`src/rtl/temp_monitor_mc_if.sv`:
```
// Sample/result bundle for temp_monitor_mc: the sample side is driven by the master,
// and results plus alarm levels are driven by the slave.
interface temp_monitor_mc_if #(
    parameter int CHANNELS = 4,
    parameter int DIGITS   = 3
);
    localparam int CH_W = (CHANNELS > 1) ? $clog2(CHANNELS) : 1;

    logic                        en;
    logic                        mode;
    logic                        in_valid;
    logic [CH_W-1:0]             in_ch;
    logic [DIGITS*4-1:0]         in_bcd;
    logic                        in_sign;
    logic                        out_valid;
    logic [CH_W-1:0]             out_ch;
    logic [(DIGITS+1)*4-1:0]     out_delta_bcd;
    logic                        out_delta_sign;
    logic [2:0]                  out_state;
    logic                        out_err;
    logic [CHANNELS-1:0]         alarm;

    modport master (
        output en, mode, in_valid, in_ch, in_bcd, in_sign,
        input  out_valid, out_ch, out_delta_bcd, out_delta_sign, out_state, out_err, alarm
    );

    modport slave (
        input  en, mode, in_valid, in_ch, in_bcd, in_sign,
        output out_valid, out_ch, out_delta_bcd, out_delta_sign, out_state, out_err, alarm
    );
endinterface

```
`src/rtl/temp_monitor_mc.sv`:
```
// Multi-channel signed-BCD temperature monitor: 3-stage pipeline (BCD decode, delta/classify, BCD encode).
// Optional alarm-clear hysteresis is enabled by defining TEMP_MONITOR_HYST_EN.
module temp_monitor_mc #(
    parameter int CHANNELS   = 4,
    parameter int DIGITS     = 3,
    parameter int HIGH_LIMIT = 100,
    parameter int LOW_LIMIT  = -20,
    parameter int HYST       = 5
) (
    input logic              clk,
    input logic              rst,
    temp_monitor_mc_if.slave bus
);
    function automatic int pow10(input int unsigned n);
        int r;
        r = 1;
        for (int unsigned i = 0; i < n; i++) r = r * 10;
        return r;
    endfunction

    localparam int          MAXV = pow10(DIGITS) - 1;
    localparam int          VW   = $clog2(MAXV + 1) + 1;
    localparam int          DW   = $clog2(2 * MAXV + 1) + 1;
    localparam int          CH_W = (CHANNELS > 1) ? $clog2(CHANNELS) : 1;
    localparam int          OW   = (DIGITS + 1) * 4;
    localparam int unsigned NCH  = CHANNELS;
    localparam int unsigned NDIG = DIGITS;
`ifdef TEMP_MONITOR_HYST_EN
    localparam int HystEff = HYST;
`else
    localparam int HystEff = HYST * 0;
`endif

    typedef enum logic [2:0] {
        ST_STEADY     = 3'd0,
        ST_RISING     = 3'd1,
        ST_FALLING    = 3'd2,
        ST_ALARM_HIGH = 3'd3,
        ST_ALARM_LOW  = 3'd4
    } state_e;

    // S1: decode and validate
    logic [VW-1:0]        mag_d;
    logic [3:0]           nib_d;
    logic                 bcd_ok_d;
    logic                 ch_ok_d;
    logic signed [VW-1:0] val_d;

    always_comb begin
        mag_d    = '0;
        nib_d    = '0;
        bcd_ok_d = 1'b1;
        for (int unsigned i = NDIG; i > 0; i--) begin
            nib_d = bus.in_bcd[4*(i-1) +: 4];
            if (nib_d > 4'd9) bcd_ok_d = 1'b0;
            mag_d = mag_d * VW'(10) + VW'(nib_d);
        end
        ch_ok_d = 32'(bus.in_ch) < NCH;
        val_d   = $signed(mag_d);
        if (bus.in_sign && (mag_d != '0)) val_d = -val_d;
    end

    logic                 s1_valid_q, s1_ok_q, s1_mode_q;
    logic [CH_W-1:0]      s1_ch_q;
    logic signed [VW-1:0] s1_val_q;

    always_ff @(posedge clk or posedge rst) begin
        if (rst) begin
            s1_valid_q <= 1'b0;
            s1_ok_q    <= 1'b0;
            s1_mode_q  <= 1'b0;
            s1_ch_q    <= '0;
            s1_val_q   <= '0;
        end else begin
            s1_valid_q <= bus.en & bus.in_valid;
            s1_ok_q    <= bcd_ok_d & ch_ok_d;
            s1_mode_q  <= bus.mode;
            s1_ch_q    <= bus.in_ch;
            s1_val_q   <= val_d;
        end
    end

    // S2: channel memory is both read and committed here, so back-to-back samples see fresh values
    logic signed [VW-1:0] hist_q [CHANNELS];
    logic signed [VW-1:0] base_q [CHANNELS];
    logic [CHANNELS-1:0]  hist_vld_q, base_vld_q, hi_q, lo_q;

    logic signed [VW-1:0] ref_d;
    logic                 ref_ok_d;
    logic signed [DW-1:0] delta_d;
    logic                 hi_d, lo_d;
    state_e               state_d;

    always_comb begin
        ref_d    = hist_q[s1_ch_q];
        ref_ok_d = hist_vld_q[s1_ch_q];
        if (s1_mode_q) begin
            ref_d    = base_q[s1_ch_q];
            ref_ok_d = base_vld_q[s1_ch_q];
        end
        delta_d = ref_ok_d ? (DW'(s1_val_q) - DW'(ref_d)) : '0;

        hi_d = hi_q[s1_ch_q];
        if (s1_val_q >= HIGH_LIMIT) hi_d = 1'b1;
        else if (s1_val_q < HIGH_LIMIT - HystEff) hi_d = 1'b0;
        lo_d = lo_q[s1_ch_q];
        if (s1_val_q <= LOW_LIMIT) lo_d = 1'b1;
        else if (s1_val_q > LOW_LIMIT + HystEff) lo_d = 1'b0;

        if (hi_d)                 state_d = ST_ALARM_HIGH;
        else if (lo_d)            state_d = ST_ALARM_LOW;
        else if (delta_d > 0)     state_d = ST_RISING;
        else if (delta_d < 0)     state_d = ST_FALLING;
        else                      state_d = ST_STEADY;
    end

    logic                 s2_valid_q, s2_err_q, s2_alm_q;
    logic [CH_W-1:0]      s2_ch_q;
    logic signed [DW-1:0] s2_delta_q;
    state_e               s2_state_q;
    logic                 commit_d;

    assign commit_d = s1_valid_q & s1_ok_q;

    always_ff @(posedge clk or posedge rst) begin
        if (rst) begin
            for (int unsigned i = 0; i < NCH; i++) begin
                hist_q[i] <= '0;
                base_q[i] <= '0;
            end
            hist_vld_q <= '0;
            base_vld_q <= '0;
            hi_q       <= '0;
            lo_q       <= '0;
            s2_valid_q <= 1'b0;
            s2_err_q   <= 1'b0;
            s2_alm_q   <= 1'b0;
            s2_ch_q    <= '0;
            s2_delta_q <= '0;
            s2_state_q <= ST_STEADY;
        end else begin
            if (commit_d) begin
                hist_q[s1_ch_q]     <= s1_val_q;
                hist_vld_q[s1_ch_q] <= 1'b1;
                hi_q[s1_ch_q]       <= hi_d;
                lo_q[s1_ch_q]       <= lo_d;
                // Any mode-0 sample drops every baseline, so the first mode-1 sample after it recaptures
                if (!s1_mode_q) begin
                    base_vld_q <= '0;
                end else if (!base_vld_q[s1_ch_q]) begin
                    base_vld_q[s1_ch_q] <= 1'b1;
                    base_q[s1_ch_q]     <= s1_val_q;
                end
            end
            s2_valid_q <= s1_valid_q;
            s2_err_q   <= s1_valid_q & ~s1_ok_q;
            s2_alm_q   <= hi_d | lo_d;
            s2_ch_q    <= s1_valid_q ? s1_ch_q : '0;
            s2_delta_q <= commit_d ? delta_d : '0;
            s2_state_q <= commit_d ? state_d : ST_STEADY;
        end
    end

    // S3: encode magnitude to BCD and register outputs
    logic [DW-1:0] rem_d;
    logic [OW-1:0] bcd_d;

    always_comb begin
        bcd_d = '0;
        rem_d = s2_delta_q[DW-1] ? DW'(-s2_delta_q) : DW'(s2_delta_q);
        for (int unsigned i = 0; i < NDIG + 1; i++) begin
            bcd_d[4*i +: 4] = 4'(rem_d % DW'(10));
            rem_d           = rem_d / DW'(10);
        end
    end

    logic                out_valid_q, out_err_q, out_sign_q;
    logic [CH_W-1:0]     out_ch_q;
    logic [OW-1:0]       out_bcd_q;
    state_e              out_state_q;
    logic [CHANNELS-1:0] alarm_q;

    always_ff @(posedge clk or posedge rst) begin
        if (rst) begin
            out_valid_q <= 1'b0;
            out_err_q   <= 1'b0;
            out_sign_q  <= 1'b0;
            out_ch_q    <= '0;
            out_bcd_q   <= '0;
            out_state_q <= ST_STEADY;
            alarm_q     <= '0;
        end else begin
            out_valid_q <= s2_valid_q;
            out_err_q   <= s2_err_q;
            out_sign_q  <= s2_delta_q[DW-1];
            out_ch_q    <= s2_ch_q;
            out_bcd_q   <= bcd_d;
            out_state_q <= s2_state_q;
            if (s2_valid_q && !s2_err_q) alarm_q[s2_ch_q] <= s2_alm_q;
        end
    end

    assign bus.out_valid      = out_valid_q;
    assign bus.out_err        = out_err_q;
    assign bus.out_delta_sign = out_sign_q;
    assign bus.out_ch         = out_ch_q;
    assign bus.out_delta_bcd  = out_bcd_q;
    assign bus.out_state      = out_state_q;
    assign bus.alarm          = alarm_q;
endmodule

```
`src/flat_wrapper.sv`:
```
// flat-port wrapper written by rule: the top's interface ports become plain ports
module temp_monitor_mc_flat 
#(
    parameter int CHANNELS   = 4,
    parameter int DIGITS     = 3,
    parameter int HIGH_LIMIT = 100,
    parameter int LOW_LIMIT  = -20,
    parameter int HYST       = 5
)
  (clk, rst, bus_en, bus_mode, bus_in_valid, bus_in_ch, bus_in_bcd, bus_in_sign, bus_out_valid, bus_out_ch, bus_out_delta_bcd, bus_out_delta_sign, bus_out_state, bus_out_err, bus_alarm);
  temp_monitor_mc_if #(.CHANNELS(CHANNELS), .DIGITS(DIGITS)) bus_i ();
  input logic clk;
  input logic rst;
  input wire logic [$bits(bus_i.en)-1:0] bus_en;
  input wire logic [$bits(bus_i.mode)-1:0] bus_mode;
  input wire logic [$bits(bus_i.in_valid)-1:0] bus_in_valid;
  input wire logic [$bits(bus_i.in_ch)-1:0] bus_in_ch;
  input wire logic [$bits(bus_i.in_bcd)-1:0] bus_in_bcd;
  input wire logic [$bits(bus_i.in_sign)-1:0] bus_in_sign;
  output wire logic [$bits(bus_i.out_valid)-1:0] bus_out_valid;
  output wire logic [$bits(bus_i.out_ch)-1:0] bus_out_ch;
  output wire logic [$bits(bus_i.out_delta_bcd)-1:0] bus_out_delta_bcd;
  output wire logic [$bits(bus_i.out_delta_sign)-1:0] bus_out_delta_sign;
  output wire logic [$bits(bus_i.out_state)-1:0] bus_out_state;
  output wire logic [$bits(bus_i.out_err)-1:0] bus_out_err;
  output wire logic [$bits(bus_i.alarm)-1:0] bus_alarm;
  assign bus_i.en = bus_en;
  assign bus_i.mode = bus_mode;
  assign bus_i.in_valid = bus_in_valid;
  assign bus_i.in_ch = bus_in_ch;
  assign bus_i.in_bcd = bus_in_bcd;
  assign bus_i.in_sign = bus_in_sign;
  assign bus_out_valid = bus_i.out_valid;
  assign bus_out_ch = bus_i.out_ch;
  assign bus_out_delta_bcd = bus_i.out_delta_bcd;
  assign bus_out_delta_sign = bus_i.out_delta_sign;
  assign bus_out_state = bus_i.out_state;
  assign bus_out_err = bus_i.out_err;
  assign bus_alarm = bus_i.alarm;
  temp_monitor_mc #(.CHANNELS(CHANNELS), .DIGITS(DIGITS), .HIGH_LIMIT(HIGH_LIMIT), .LOW_LIMIT(LOW_LIMIT), .HYST(HYST)) u_core (.clk(clk), .rst(rst), .bus(bus_i));
endmodule
```
`config.mk`:
```
export PLATFORM = sky130hd
export DESIGN_NAME = temp_monitor_mc_flat
export DESIGN_NICKNAME = d
export VERILOG_FILES = /design/src/rtl/temp_monitor_mc_if.sv /design/src/rtl/temp_monitor_mc.sv /design/src/flat_wrapper.sv
export SDC_FILE = /design/constraint.sdc
export NUM_CORES = 1
export LEC_CHECK = 0
export CAP_MARGIN = 10
export CORE_MARGIN = 2
export CORE_UTILIZATION = 35
export DETAILED_ROUTE_END_ITERATION = 10
export SETUP_SLACK_MARGIN = 0.2
export SLEW_MARGIN = 20
export SYNTH_ARGS = -nofsm -noshare
export SYNTH_HDL_FRONTEND = slang
export SYNTH_SLANG_ARGS = --single-unit
```
`constraint.sdc`:
```
create_clock -name clk -period 11.95 [get_ports clk]
set_clock_uncertainty 0.05 [all_clocks]
set_input_delay 1.195 -clock clk [delete_from_list [all_inputs] [get_ports clk]]
set_output_delay 1.195 -clock clk [all_outputs]
set_load 0.01 [all_outputs]
```
=== Yosys cells after proc, flatten, opt, wreduce, memory -nomap -nowiden ===
Index checks and enable logic that the tools add are counted.

* Register bits: 168
* Input bits: 20
* Output and inout bits: 28
* Logic and storage cells: 124

* Add/subtract/negate cells: 5
* Multipliers: 2
* Divide/modulo/power cells: 7
* Magnitude comparators: 15
* Eq/ne operators: 1
* Multiplexer cells: 46
* Bitwise operators: 9
* Reduce and logical (&&, ||, !) cells: 9

{| class="wikitable"
|+ Operators by type and width
! operator !! count
|-
| $bwmux W44 || 2
|-
| $mux W11 || 7
|-
| $mod A12 B4 Y12 const B || 4
|-
| $bmux W11 S2 || 2
|-
| $div A12 B4 Y12 const B || 3
|-
| $mux W12 || 3
|-
| $add A11 B4 Y11 || 2
|-
| $demux W11 S2 || 1
|-
| $mux W1 || 14
|-
| $bwmux W4 || 3
|-
| $gt A12 B1 Y1 const B || 1
|-
| $gt A4 B4 Y1 const B || 3
|-
| $lt A12 B1 Y1 const B || 1
|-
| $mux W3 || 4
|-
| $neg A12 Y12 || 1
|-
| $sub A11 B11 Y12 || 1
|-
| $ge A11 B8 Y1 const B || 1
|-
| $gt A11 B6 Y1 const B || 1
|-
| $le A11 B6 Y1 const B || 1
|-
| $lt A11 B8 Y1 const B || 1
|-
| $mul A11 B3 Y10 const B || 1
|-
| $neg A11 Y11 || 1
|-
| $reduce_bool A11 Y1 || 1
|-
| $bmux W1 S2 || 4
|-
| 18 further kinds || 31
|}

=== Logic depth before layout (Yosys ltp) ===
* Depth after elaboration: 13
* Mapped depth: 26

=== Worst setup path after synthesis ===
OpenSTA, ideal clock, no wires.

* Kind: register to register
* Start: register u_core.s2_delta_q[5]
* End: register u_core.out_bcd_q[10], in the netlist u_core.bus.out_delta_bcd[10]
* Library setup time: 94 ps
* Data arrival time: 5435 ps
* Required time: 11806 ps
* Path slack: 6371 ps
* Stages on the path, launching flop included: 21
* Buffers on the path: 1
* Cells stage by stage: dfrtp_1 > buf_6 > or4_4 > o31ai_4 > xor2_2 > nand2_1 > o32a_2 > a32oi_1 > o311ai_1 > o31ai_1 > o221ai_1 > nor3_1 > ha_1 > nand2_1 > o221a_4 > o211a_1 > a2111oi_4 > a31oi_1 > ha_1 > nor3b_1 > a211oi_1

* Cells in the longest elaborated chain, start to end: 5

{| class="wikitable"
|+ RTL lines
! element !! line !! RTL
|-
| start, declared || temp_monitor_mc.sv:119 || <nowiki>logic signed [DW-1:0] s2_delta_q;</nowiki>
|-
| start signal, assigned || temp_monitor_mc.sv:159 || <nowiki>s2_delta_q <= commit_d ? delta_d : '0;</nowiki>
|-
| $neg A12 Y12 || temp_monitor_mc.sv:170 || <nowiki>rem_d = s2_delta_q[DW-1] ? DW'(-s2_delta_q) : DW'(s2_delta_q);</nowiki>
|-
| $mux W12 * || temp_monitor_mc.sv:170 ||
|-
| $div A12 B4 Y12 * (2 in a row) || temp_monitor_mc.sv:173 || <nowiki>rem_d = rem_d / DW'(10);</nowiki>
|-
| $mod A12 B4 Y12 * || temp_monitor_mc.sv:172 || <nowiki>bcd_d[4*i +: 4] = 4'(rem_d % DW'(10));</nowiki>
|-
| via u_core.bcd_d[10] || temp_monitor_mc.sv:166 || <nowiki>logic [OW-1:0] bcd_d;</nowiki>
|-
| end signal, assigned || temp_monitor_mc.sv:189 || <nowiki>out_bcd_q <= '0;</nowiki>
|-
| end signal, assigned || temp_monitor_mc.sv:197 || <nowiki>out_bcd_q <= bcd_d;</nowiki>
|-
| end, declared || temp_monitor_mc.sv:179 || <nowiki>logic [OW-1:0] out_bcd_q;</nowiki>
|}

The timed path passes the listed nets; every way through them passes the cells marked *.
A chain may end at the register's enable or synchronous reset.

=== Worst setup path in the final report ===
* Start: register u_core.s2_delta_q[0]
* End: register u_core.out_bcd_q[10], in the netlist u_core.bus.out_delta_bcd[10]

Same word-level chain as after synthesis.

==> results.sh <==
export IMPL_synth_top_area_frac=0.404
export IMPL_rows=61
export IMPL_slew_violations=0
export IMPL_synth_top_family_by_area="multiplexers"
export IMPL_synthAdderAreaFrac=0.0697
export IMPL_synth_edf_count=0
export IMPL_antenna_cells=0
export IMPL_p_per_area_mw_per_mm2=188
export IMPL_drt_wirelength_per_cell_um=16.2
export IMPL_yosys_area_share_simple=0.131
export IMPL_crit_fanout=12
export IMPL_clkLatencyLatePin_ns=0.43
export IMPL_yosysWarnings=0
export IMPL_path_buf_inv=1
export IMPL_dieArea_mm2=0.0295
export IMPL_timing_rr_start="u_core.s2_delta_q[0]"
export IMPL_cts_sinks=159
export IMPL_synthFlopType="dfrtp_1"
export IMPL_hpwl_mm=15.3
export IMPL_synthArstFlopShare=1.00
export IMPL_synth_cell_types=92
export IMPL_finalSetupTns_ns=0
export IMPL_synthCells=919
export IMPL_cts_hold_buf=0
export IMPL_place_port_buffers=46
export IMPL_fmax_mhz=140
export IMPL_drt_pass1_iterations=5
export IMPL_finish_utilization=0.406
export IMPL_fillers=2639
export IMPL_finalHoldViolations=0
export IMPL_cts_resized=0
export IMPL_via_per_inst=5.31
export IMPL_min_path_type="flop to flop"
export IMPL_clockBufferDepth=2
export IMPL_ys_ff_latch=159
export IMPL_seq_area_mm2=0.00398
export IMPL_path_delay_family="compound AO/OA/AOI/OAI gates"
export IMPL_grt_pass1_vias=7059
export IMPL_r2r_end="u_core.bus.out_delta_bcd[10]"
export IMPL_ant_nets=0
export IMPL_finalCriticalPeriod_ns=7.15
export IMPL_start_kind="flop"
export IMPL_hp_start="u_core.s2_state_q[1]"
export IMPL_post_cts_setup_buffers=0
export IMPL_seq_area_frac_synth=0.404
export IMPL_critPathArrivalTime_ns=7.45
export IMPL_drc=0
export IMPL_area_growth_pct=14.2
export IMPL_min_period_over_period=0.598
export IMPL_grt_setup_unrepaired="no"
export IMPL_synth_compound_area_frac=0.143
export IMPL_die_h_um=172
export IMPL_vias=7122
export IMPL_syn_area_mm2=0.00984
export IMPL_crit_top_cell="ha_1"
export IMPL_syn_avg_cell_area_um2=10.7
export IMPL_grt_overflow_total=0
export IMPL_grt_max_degree=89
export IMPL_setup_viol=0
export IMPL_synth_area_leader_cell="dfrtp_1"
export IMPL_whs_path_depth=0
export IMPL_multiInputGateArea_mm2=0.00553
export IMPL_cap_viol_max_count=0
export IMPL_gp_congestion=0.862
export IMPL_drive_above_1_share=0.185
export IMPL_worstSetupEndpointType="flop"
export IMPL_root_buffer="clkbuf_16"
export IMPL_status="completed"
export IMPL_synth_xor_area_frac=0.0505
export IMPL_critPathRequiredTime_ns=12.24
export IMPL_routed_wirelength_mm=21.7
export IMPL_antenna_found_initial=0
export IMPL_grt_first_pass_wirelength_mm=36.0
export IMPL_r2r_slack_ns=4.80
export IMPL_die_w_um=172
export IMPL_rr_worst_depth=21
export IMPL_grt_usage=0.156
export IMPL_vdd_ir_drop_worst_uv=94.9
export IMPL_final_nets=1020
export IMPL_crit_slowest_cell="o21ai_1"
export IMPL_synthMuxAreaShare=0.167
export IMPL_ctsHtreeMaxLevel=4
export IMPL_ios=48
export IMPL_first_iter_violations=492
export IMPL_cts_buffers=17
export IMPL_path_cells="inv_1 -> ha_1 -> or4b_1 -> o211ai_1 -> nand3_1 -> a31o_2 -> a211oi_2 -> mux2i_1 -> o21ai_0 -> o21ai_1 -> mux2_2 -> nor3_1 -> ha_1 -> nand2_1 -> o221a_4 -> o211a_1 -> a2111oi_4 -> a31oi_1 -> ha_1 -> nor3b_1 -> a211oi_1"
export IMPL_yosysMostFrequentCell="dfrtp_1"
export IMPL_slew_headroom=0.298
export IMPL_min_to="u_core.bus.out_state[1]"
export IMPL_p_leak_nw=4.97
export IMPL_critical_path_class="flop to flop"
export IMPL_coreArea_mm2=0.0277
export IMPL_cts_tree="yes"
export IMPL_worst_pin_slew_ns=1.05
export IMPL_ys_top_cells_by_area="dfrtp_1 (40%), mux2_2 (9.4%), ha_1 (5.8%), mux4_2 (5.5%), xnor2_1 (3.4%)"
export IMPL_critPathMaxStageDelay_ns=0.75
export IMPL_synthTopCellsByCount="dfrtp_1 (159), mux2_2 (82), nand2_1 (76)"
export IMPL_start_util=0.355
export IMPL_clkTransAtPathRegs_ns=0.07
[cell families after synthesis]
logic type / Yosys count
and+or+nand+nor: 256
AOI/OAI and AO/OA: 191
DFF: 159
buffers and inverters: 81
muxes: 124
xor gates and xnor gates: 55
other: 1
adders and majority gates: 52
[area by class of cell]
class | instances | share of cell area
Timing Repair Buffer | 56 | 0.0476
Clock inverter | 15 | 0.0145
Tap cell | 378 | 0.0421
Sequential cell | 159 | 0.354
Multi-Input combinational cell | 680 | 0.492
Inverter | 35 | 0.0121
Clock buffer | 17 | 0.0378
[metrics by stage]
step,hold slack [ns],std cells,total power [mW],cell area [um2],setup slack [ns]
floorplan,0.281,920,1.39,9840,6.37
global placement,0.283,1308,1.57,10700,5.05
CTS,0.298,1340,2.13,11200,4.82
global route,0.309,1340,2.26,11200,4.23
finish,0.298,1340,2.11,11200,4.80
detailed placement,0.286,1308,1.58,10700,4.84
[flip-flops by register name, indices dropped and copies added, names as in the netlist, 2 cells and up]
| register | cells |
|---|---|
| u_core.base_vld_q | 4 |
| u_core.base_q | 44 |
| u_core.hist_vld_q | 4 |
| u_core.s2_state_q | 3 |
| u_core.bus.out_state | 3 |
| u_core.bus.alarm | 4 |
| u_core.bus.out_ch | 2 |
| u_core.s1_ch_q | 2 |
| u_core.s2_ch_q | 2 |
| u_core.s1_val_q | 11 |
| u_core.s2_delta_q | 12 |
| u_core.bus.out_delta_bcd | 15 |
| u_core.hist_q | 44 |
[worst max path at each step]
stage	slack, ns	from	end	depth (start not counted)
global placement	5.05	u_core.s2_delta_q[0]	u_core.bus.out_delta_bcd[10]	21
floorplan	6.37	u_core.s2_delta_q[5]	u_core.bus.out_delta_bcd[10]	20
detailed placement	4.84	u_core.s2_delta_q[1]	u_core.bus.out_delta_bcd[10]	21
CTS	4.82	u_core.s2_delta_q[1]	u_core.bus.out_delta_bcd[10]	21
finish	4.80	u_core.s2_delta_q[0]	u_core.bus.out_delta_bcd[10]	21
global route	4.23	u_core.s2_delta_q[0]	u_core.bus.out_delta_bcd[10]	21
[metal layers]
layer / vias to the layer above / part of all wire / global-route usage
met1: 3500 / 0.45 / 0.197
met3: 37 / 0.037 / 0.0285
met5: - / 0 / 0
met2: 164 / 0.49 / 0.265
met4: 0 / 0.028 / 0.0590
li1: 3421 / - / -
[where the power goes]
part	internal (mW)	total [mW]	switching [mW]
Combinational	0.382	0.776	0.393
Sequential	0.681	0.798	0.117
Clock	0.281	0.535	0.254
[layout by cell type (no fill, tap or decap), types with 11 or more instances in the layout]
cell             instances
mux2_2                  82
nand3_1                 24
dfrtp_1                159
nand2_1                 76
ha_1                    46
xor2_1                  15
xnor2_1                 38
o21ai_0                 31
nand2b_1                11
mux2i_1                 18
nor3_1                  12
a21oi_1                 42
mux4_2                  24
nor2_1                  63
clkdlybuf4s50_1         46
inv_1                   31
clkbuf_16               17
Note: power is estimated with default switching activity, not from simulation.
